### config.mk
export PLATFORM = sky130hd
export DESIGN_NAME = tri_cmd_master_flat
export DESIGN_NICKNAME = d
export VERILOG_FILES = /design/src/rtl/tri_cmd_pkg.sv /design/src/rtl/tri_cmd_master_if.sv /design/src/rtl/tri_fifo.sv /design/src/rtl/tri_cmd_master.sv /design/src/flat_wrapper.sv
export SDC_FILE = /design/constraint.sdc
export NUM_CORES = 1
export LEC_CHECK = 0
export BUFFER_PORTS_ARGS = -buffer_cell sky130_fd_sc_hd__buf_2
export CAP_MARGIN = 15
export CORE_ASPECT_RATIO = 0.5
export CORE_MARGIN = 4
export CORE_UTILIZATION = 46
export CTS_BUF_LIST = sky130_fd_sc_hd__clkbuf_2 sky130_fd_sc_hd__clkbuf_4 sky130_fd_sc_hd__clkbuf_8
export DETAILED_ROUTE_END_ITERATION = 16
export GPL_TIMING_DRIVEN = 0
export PLACE_DENSITY_LB_ADDON = 0.1
export SLEW_MARGIN = 15
export SYNTH_ARGS = -nofsm -noshare
export SYNTH_HDL_FRONTEND = slang
export SYNTH_SLANG_ARGS = --single-unit
### constraint.sdc
create_clock -name clk -period 7 [get_ports clk]
set_input_delay 2.1 -clock clk [delete_from_list [all_inputs] [get_ports clk]]
set_output_delay 2.1 -clock clk [all_outputs]
set_load 0.05 [all_outputs]
### src/rtl/tri_cmd_pkg.sv
// Shared types and constants for the triangle command master.
package tri_cmd_pkg;

    typedef enum logic [1:0] {IDLE, LOAD, WRITE, GAP} state_t;

    localparam int WORDS_PER_TRI = 7;
    localparam int WORD_W        = 16;
    localparam int TRI_W         = 112;

    localparam logic [2:0] IDX_V1X   = 3'd0;
    localparam logic [2:0] IDX_V1Y   = 3'd1;
    localparam logic [2:0] IDX_V2X   = 3'd2;
    localparam logic [2:0] IDX_V2Y   = 3'd3;
    localparam logic [2:0] IDX_V3X   = 3'd4;
    localparam logic [2:0] IDX_V3Y   = 3'd5;
    localparam logic [2:0] IDX_COLOR = 3'd6;

    // Word k of a packed command lives at bits [16k+15:16k].
    function automatic logic [WORD_W-1:0] tri_word(input logic [TRI_W-1:0] t,
                                                   input logic [2:0]       idx);
        case (idx)
            IDX_V1X: return t[15:0];
            IDX_V1Y: return t[31:16];
            IDX_V2X: return t[47:32];
            IDX_V2Y: return t[63:48];
            IDX_V3X: return t[79:64];
            IDX_V3Y: return t[95:80];
            default: return t[111:96];
        endcase
    endfunction

endpackage

### src/rtl/tri_cmd_master_if.sv
// Command stream plus Avalon-MM write bus between generator, master and peripheral.
interface tri_cmd_master_if;
    import tri_cmd_pkg::*;

    logic [TRI_W-1:0]  tri_data;
    logic              tri_valid;
    logic              tri_ready;
    logic [7:0]        address;
    logic [WORD_W-1:0] writedata;
    logic              write;
    logic              chipselect;
    logic              waitrequest;

    modport master (
        input  tri_data, tri_valid, waitrequest,
        output tri_ready, address, writedata, write, chipselect
    );

    modport slave (
        output tri_data, tri_valid, waitrequest,
        input  tri_ready, address, writedata, write, chipselect
    );

endinterface

### src/rtl/tri_fifo.sv
// Synchronous first-word-fall-through FIFO; DEPTH must be a power of two.
module tri_fifo #(
    parameter int DEPTH = 4,
    parameter int WIDTH = 8
) (
    input  logic             clk,
    input  logic             reset,
    input  logic             push,
    input  logic             pop,
    input  logic [WIDTH-1:0] din,
    output logic [WIDTH-1:0] dout,
    output logic             full,
    output logic             empty
);

    localparam int AW = $clog2(DEPTH);

    logic [WIDTH-1:0] mem [DEPTH];
    logic [AW:0]      wptr, rptr;
    logic             push_ok, pop_ok;

    // Extra MSB on each pointer distinguishes full from empty after wrap.
    assign empty   = (wptr == rptr);
    assign full    = (wptr[AW] != rptr[AW]) && (wptr[AW-1:0] == rptr[AW-1:0]);
    assign push_ok = push && !full;
    assign pop_ok  = pop && !empty;
    assign dout    = mem[rptr[AW-1:0]];

    always_ff @(posedge clk) begin
        if (reset) begin
            wptr <= '0;
            rptr <= '0;
        end else begin
            if (push_ok) wptr <= wptr + 1'b1;
            if (pop_ok)  rptr <= rptr + 1'b1;
        end
    end

    always_ff @(posedge clk) begin
        if (push_ok) mem[wptr[AW-1:0]] <= din;
    end

endmodule

### src/rtl/tri_cmd_master.sv
// Buffers triangle commands and serialises each into seven Avalon word writes.
// Optional TRI_CMD_STATS_EN adds tri_count / stall_count statistics outputs.
module tri_cmd_master
    import tri_cmd_pkg::*;
#(
    parameter int         FIFO_DEPTH = 4,
    parameter logic [7:0] BASE_ADDR  = 8'd0,
    parameter int         GAP_CYCLES = 2
) (
    input  logic              clk,
    input  logic              reset,
    tri_cmd_master_if.master  bus,
`ifdef TRI_CMD_STATS_EN
    output logic [15:0]       tri_count,
    output logic [31:0]       stall_count,
`endif
    output logic              busy
);

    localparam int            GW       = (GAP_CYCLES > 1) ? $clog2(GAP_CYCLES) : 1;
    localparam logic [GW-1:0] GAP_LAST = GW'(GAP_CYCLES - 1);

    logic              fifo_full, fifo_empty, fifo_pop;
    logic [TRI_W-1:0]  fifo_dout;

    state_t            state, state_nxt;
    logic [2:0]        k, k_nxt;
    logic [GW-1:0]     gap_cnt, gap_nxt;
    logic [TRI_W-1:0]  hold, hold_nxt;
    logic [7:0]        addr_q, addr_nxt;
    logic [WORD_W-1:0] wdata_q, wdata_nxt;
    logic              write_q, write_nxt;
    logic              accept;

    assign bus.tri_ready  = !fifo_full;
    assign bus.address    = addr_q;
    assign bus.writedata  = wdata_q;
    assign bus.write      = write_q;
    assign bus.chipselect = write_q;
    assign busy           = !fifo_empty || (state != IDLE);
    // write_q is only ever high in WRITE, so stray waitrequest elsewhere is ignored.
    assign accept         = write_q && !bus.waitrequest;

    tri_fifo #(.DEPTH(FIFO_DEPTH), .WIDTH(TRI_W)) u_fifo (
        .clk   (clk),
        .reset (reset),
        .push  (bus.tri_valid),
        .pop   (fifo_pop),
        .din   (bus.tri_data),
        .dout  (fifo_dout),
        .full  (fifo_full),
        .empty (fifo_empty)
    );

    always_comb begin
        state_nxt = state;
        k_nxt     = k;
        gap_nxt   = gap_cnt;
        hold_nxt  = hold;
        addr_nxt  = addr_q;
        wdata_nxt = wdata_q;
        write_nxt = write_q;
        fifo_pop  = 1'b0;
        case (state)
            IDLE: begin
                if (!fifo_empty) begin
                    fifo_pop  = 1'b1;
                    hold_nxt  = fifo_dout;
                    k_nxt     = IDX_V1X;
                    state_nxt = LOAD;
                end
            end
            LOAD: begin
                addr_nxt  = BASE_ADDR;
                wdata_nxt = tri_word(hold, IDX_V1X);
                write_nxt = 1'b1;
                state_nxt = WRITE;
            end
            WRITE: begin
                if (accept) begin
                    if (k == IDX_COLOR) begin
                        write_nxt = 1'b0;
                        gap_nxt   = GAP_LAST;
                        state_nxt = GAP;
                    end else begin
                        k_nxt     = k + 3'd1;
                        addr_nxt  = addr_q + 8'd1;
                        wdata_nxt = tri_word(hold, k + 3'd1);
                    end
                end
            end
            GAP: begin
                // Idle bus lets the peripheral's start/done FSM step.
                if (gap_cnt == '0) state_nxt = IDLE;
                else               gap_nxt   = gap_cnt - 1'b1;
            end
            default: state_nxt = IDLE;
        endcase
    end

    always_ff @(posedge clk) begin
        if (reset) begin
            state   <= IDLE;
            k       <= '0;
            gap_cnt <= '0;
            hold    <= '0;
            addr_q  <= BASE_ADDR;
            wdata_q <= '0;
            write_q <= 1'b0;
        end else begin
            state   <= state_nxt;
            k       <= k_nxt;
            gap_cnt <= gap_nxt;
            hold    <= hold_nxt;
            addr_q  <= addr_nxt;
            wdata_q <= wdata_nxt;
            write_q <= write_nxt;
        end
    end

`ifdef TRI_CMD_STATS_EN
    always_ff @(posedge clk) begin
        if (reset) begin
            tri_count   <= '0;
            stall_count <= '0;
        end else begin
            if (accept && k == IDX_COLOR)  tri_count   <= tri_count + 16'd1;
            if (write_q && bus.waitrequest) stall_count <= stall_count + 32'd1;
        end
    end
`endif

endmodule

### src/flat_wrapper.sv
// flat-port wrapper written by rule: the top's interface ports become plain ports
module tri_cmd_master_flat import tri_cmd_pkg::*;
#(
    parameter int         FIFO_DEPTH = 4,
    parameter logic [7:0] BASE_ADDR  = 8'd0,
    parameter int         GAP_CYCLES = 2
)
  (clk, reset, busy, bus_tri_data, bus_tri_valid, bus_waitrequest, bus_tri_ready, bus_address, bus_writedata, bus_write, bus_chipselect);
  tri_cmd_master_if bus_i ();
  input  logic clk;
  input  logic reset;
  output logic busy;
  input wire logic [$bits(bus_i.tri_data)-1:0] bus_tri_data;
  input wire logic [$bits(bus_i.tri_valid)-1:0] bus_tri_valid;
  input wire logic [$bits(bus_i.waitrequest)-1:0] bus_waitrequest;
  output wire logic [$bits(bus_i.tri_ready)-1:0] bus_tri_ready;
  output wire logic [$bits(bus_i.address)-1:0] bus_address;
  output wire logic [$bits(bus_i.writedata)-1:0] bus_writedata;
  output wire logic [$bits(bus_i.write)-1:0] bus_write;
  output wire logic [$bits(bus_i.chipselect)-1:0] bus_chipselect;
  assign bus_i.tri_data = bus_tri_data;
  assign bus_i.tri_valid = bus_tri_valid;
  assign bus_i.waitrequest = bus_waitrequest;
  assign bus_tri_ready = bus_i.tri_ready;
  assign bus_address = bus_i.address;
  assign bus_writedata = bus_i.writedata;
  assign bus_write = bus_i.write;
  assign bus_chipselect = bus_i.chipselect;
  tri_cmd_master #(.FIFO_DEPTH(FIFO_DEPTH), .BASE_ADDR(BASE_ADDR), .GAP_CYCLES(GAP_CYCLES)) u_core (.clk(clk), .reset(reset), .bus(bus_i), .busy(busy));
endmodule
==> results.py <==
metrics = {
    "place": {
        "place_ws_ns": 2.90,
        "place.gp.congestion": 0.883,
        "dp_cells": 2199,
        "dp_hpwl_um": 35200,
        "io_buffers": 142,
    },
    "finish": {
        "mostFrequentLayoutCell": "edfxtp_1",
        "area_growth_pct": 14.9,
        "drive_gt1_share_pct": 25.5,
        "layout_common_cells": "edfxtp_1, nand2_1, buf_2",
        "fin_cells": 2351,
        "fin_nets": 1775,
        "diodes": 0,
        "num-fill-cells": 3847,
    },
    "pwr": {
        "power.leakage_uw": 0.00866,
        "seqPwrFrac_pct": 48.1,
        "p_sw_share_pct": 31.7,
        "p_per_area_nw_per_um2": 364,
        "peakVddDrop_mv": 0.143,
        "pwr-share-comb_pct": 24.0,
        "p_int_uw": 6440,
        "p_sw_uw": 2990,
        "p_clk_share_pct": 27.9,
        "total_power_uw": 9430,
    },
    "cts": {
        "cts_tree": "built",
        "clock_sinks": 597,
        "clock_latency_ns": 0.65,
        "cts_inserted_buffers": 82,
        "clk_pin_slew_ns": 0.06,
        "cts.htree.levels": 3,
        "clock_path_buffers": 3,
        "root_buffer": "clkbuf_8",
        "postCtsHoldBufs": 0,
        "cts_resized": 0,
        "cts_setup_buffers": 0,
    },
    "min_path": {
        "hold_start": "u_core.hold[92]",
        "worstHoldEndpoint": "u_core.hold[92]",
        "worstHoldPathType": "register to register",
        "hold_path_depth": 2,
    },
    "synth": {
        "avgSynthCellArea_um2": 16.0,
        "ys_seq_area_share_pct": 73.0,
        "ys_types": 40,
        "ys_seq_elements": 597,
        "synthCells": 1411,
        "syn_area_um2": 22500,
        "syn-num-nets": 1541,
        "ys_warn_count": 0,
    },
    "timing": {
        "fin_worst_skew_ns": 0.0261,
        "worst_pin_slew_ns": 0.962,
        "max_freq_ghz": 0.235,
        "setup_viol": 0,
        "min_period_over_period_pct": 60.8,
        "hold_viol": 0,
        "rsz0062_at_grt": "no",
        "relSlewSlack_pct": 35.9,
        "worst_slack_ns": 2.74,
        "maxSlewViolCount": 0,
        "min_period_ns": 4.26,
    },
    "die": {
        "die_h_um": 164,
        "dieArea_um2": 52800,
        "fp-row-count": 56,
        "start_util_pct": 47.3,
        "coreArea_um2": 47600,
        "ios": 144,
        "die_w_um": 321,
    },
    "grt": {
        "grt_pass1_vias": 13308,
        "grt_antenna_before_repair": 1,
        "grt_pass1_wl_um": 78900,
        "grt.overflow.total": 0,
        "grt_max_degree": 49,
        "track_usage_pct": 20.0,
    },
    "worst_setup_path": {
        "critical_path.startpoint_type": "register",
        "cp.buffers_inverters": 2,
        "critPathSlowestCell": "xnor2_1",
        "slowest_delay_ns": 0.43,
        "cp-end-kind": "primary output",
        "reg2reg_to": "u_core.bus.writedata[12]",
        "cpLargestDelayFamily": "buffers and inverters",
        "rrSetupSlack_ns": 4.22,
        "crit_chain": "buf_2, xnor2_1, nand4_1, buf_2",
        "required_ns": 4.90,
        "worst_ep_arrival_time_ns": 2.16,
        "criticalPathCategory": "register to primary output",
        "cp_max_fo": 6,
        "crit_top_cell": "buf_2",
        "r2r_cells": 9,
        "worstReg2RegStart": "u_core.k[0]",
    },
    "drt": {
        "avgViaCountPerCell": 5.45,
        "vias": 12819,
        "dr.pass1.iters": 5,
        "postRouteAntennaNets": 0,
        "drt_iter0_drc": 1027,
        "post-route-drc-count": 0,
        "wl_per_cell_um": 22.1,
        "routed_wl_um": 51900,
    },
    "flow_run": {
        "drv_cap": 0,
    },
    "status": {
        "status": "complete, no violations",
    },
}
[state kept, by name, indices dropped and copies added, names as in the netlist]
| signal | cells |
|---|---|
| u_core.bus.chipselect | 1 |
| u_core.hold | 112 |
| u_core.u_fifo.rptr | 3 |
| u_core.k | 3 |
| u_core.gap_cnt | 1 |
| u_core.state | 2 |
| u_core.bus.writedata | 16 |
| u_core.u_fifo.mem | 448 |
| u_core.u_fifo.wptr | 3 |
| u_core.bus.address | 8 |
[worst register-to-register path, delay by kind of cell (launching register included)]
kind            cells  cell delay (ns)
fa+ha+maj           1             0.21
flops               1             0.42
simple gates        1             0.38
buf+inv             3             0.58
compound gates      4             1.13
[logic make-up (layout without fill, tap and decap cells)]
logic type                 count (synthesis)  in the layout  synth area share, %
xor gates and xnor gates                  16             16                0.689
muxes                                    113            113                 11.2
adders and majority gates                 14             14                0.778
DFF                                      597            597                 73.0
and+or+nand+nor                          337            337                 6.01
buffers and inverters                     97            399                 1.81
AOI/OAI and AO/OA                        237            237                 6.45
[stage by stage]
step	utilization (%)	hold slack, ns	cell area [um2]	TNS, ns
floorplan	-	0.436	22500	0
detailed placement	51.0	0.451	24300	0
finish	54.4	0.459	25900	0
global route	54.4	0.476	25900	0
global placement	50.5	0.443	24000	-400.50
CTS	54.4	0.461	25900	0
[Yosys cell counts]
library cell / instances / share of area (%)
edfxtp_1: 448 / 60
nand2_1: 271 / 4.5
a21oi_1: 152 / 3.4
dfxtp_1: 149 / 13
mux4_2: 112 / 11
clkbuf_1: 51 / 0.85
nor2_1: 31 / 0.52
buf_2: 25 / 0.56
a221oi_1: 17 / 0.66
ha_1: 14 / 0.78
o21ai_1: 14 / 0.31
o2bb2ai_1: 14 / 0.54
buf_1: 11 / 0.18
and2_1: 9 / 0.25
nand3_1: 9 / 0.20
a211oi_2: 8 / 0.44
a21boi_0: 8 / 0.27
inv_1: 8 / 0.13
xor2_1: 8 / 0.31
a211oi_1: 6 / 0.20
a21boi_1: 6 / 0.20
nand4_1: 6 / 0.17
xnor2_1: 6 / 0.23
nand2b_1: 4 / 0.11
a31oi_1: 3 / 0.083
nand3b_1: 3 / 0.10
o21ai_0: 3 / 0.067
a222oi_1: 2 / 0.089
a311oi_1: 2 / 0.078
a211oi_4: 1 / 0.089
and4_1: 1 / 0.039
and4b_1: 1 / 0.044
buf_4: 1 / 0.033
buf_6: 1 / 0.050
mux2i_1: 1 / 0.044
nand4b_1: 1 / 0.039
o21ai_2: 1 / 0.039
or2_2: 1 / 0.028
xnor2_2: 1 / 0.072
xor2_2: 1 / 0.072
[layer usage]
layer | GRT usage (%) | wire [um]
met2 | 31.5 | 24400
met5 | 1.11 | 83
met1 | 28.1 | 22900
met4 | 5.41 | 1070
met3 | 4.90 | 3480
[layout make-up]
class | count | area [um2] | share of cell area, %
Sequential cell | 597 | 16400 | 63.5
Multi-Input combinational cell | 717 | 5690 | 22.0
Clock buffer | 118 | 1450 | 5.60
Timing Repair Buffer | 150 | 931 | 3.60
Tap cell | 638 | 798 | 3.09
Buffer | 89 | 377 | 1.46
Clock inverter | 34 | 160 | 0.619
Inverter | 8 | 30.0 | 0.116
[how the worst max path moves through the flow]
stage / from / cells after the start / end
floorplan: bus_tri_valid / 3 / u_core.u_fifo.mem[3][0]
global placement: bus_tri_valid / 4 / u_core.u_fifo.mem[3][67]
detailed placement: bus_tri_valid / 5 / u_core.u_fifo.mem[1][61]
CTS: u_core.u_fifo.rptr[1] / 4 / busy
global route: u_core.u_fifo.rptr[1] / 4 / busy
finish: u_core.u_fifo.rptr[0] / 4 / busy
[power by group through the flow]
stage          logic, uW  registers (uW)  clock network (uW)
6_report            2260            4540                2630
2_1_floorplan       1480            4590                   0
3_3_place_gp        2220            4620                   0
4_1_cts             2290            4530                2700
3_5_place_dp        2280            4600                   0
5_1_grt             2480            4570                2870
Power figures use the tool's default switching activity.
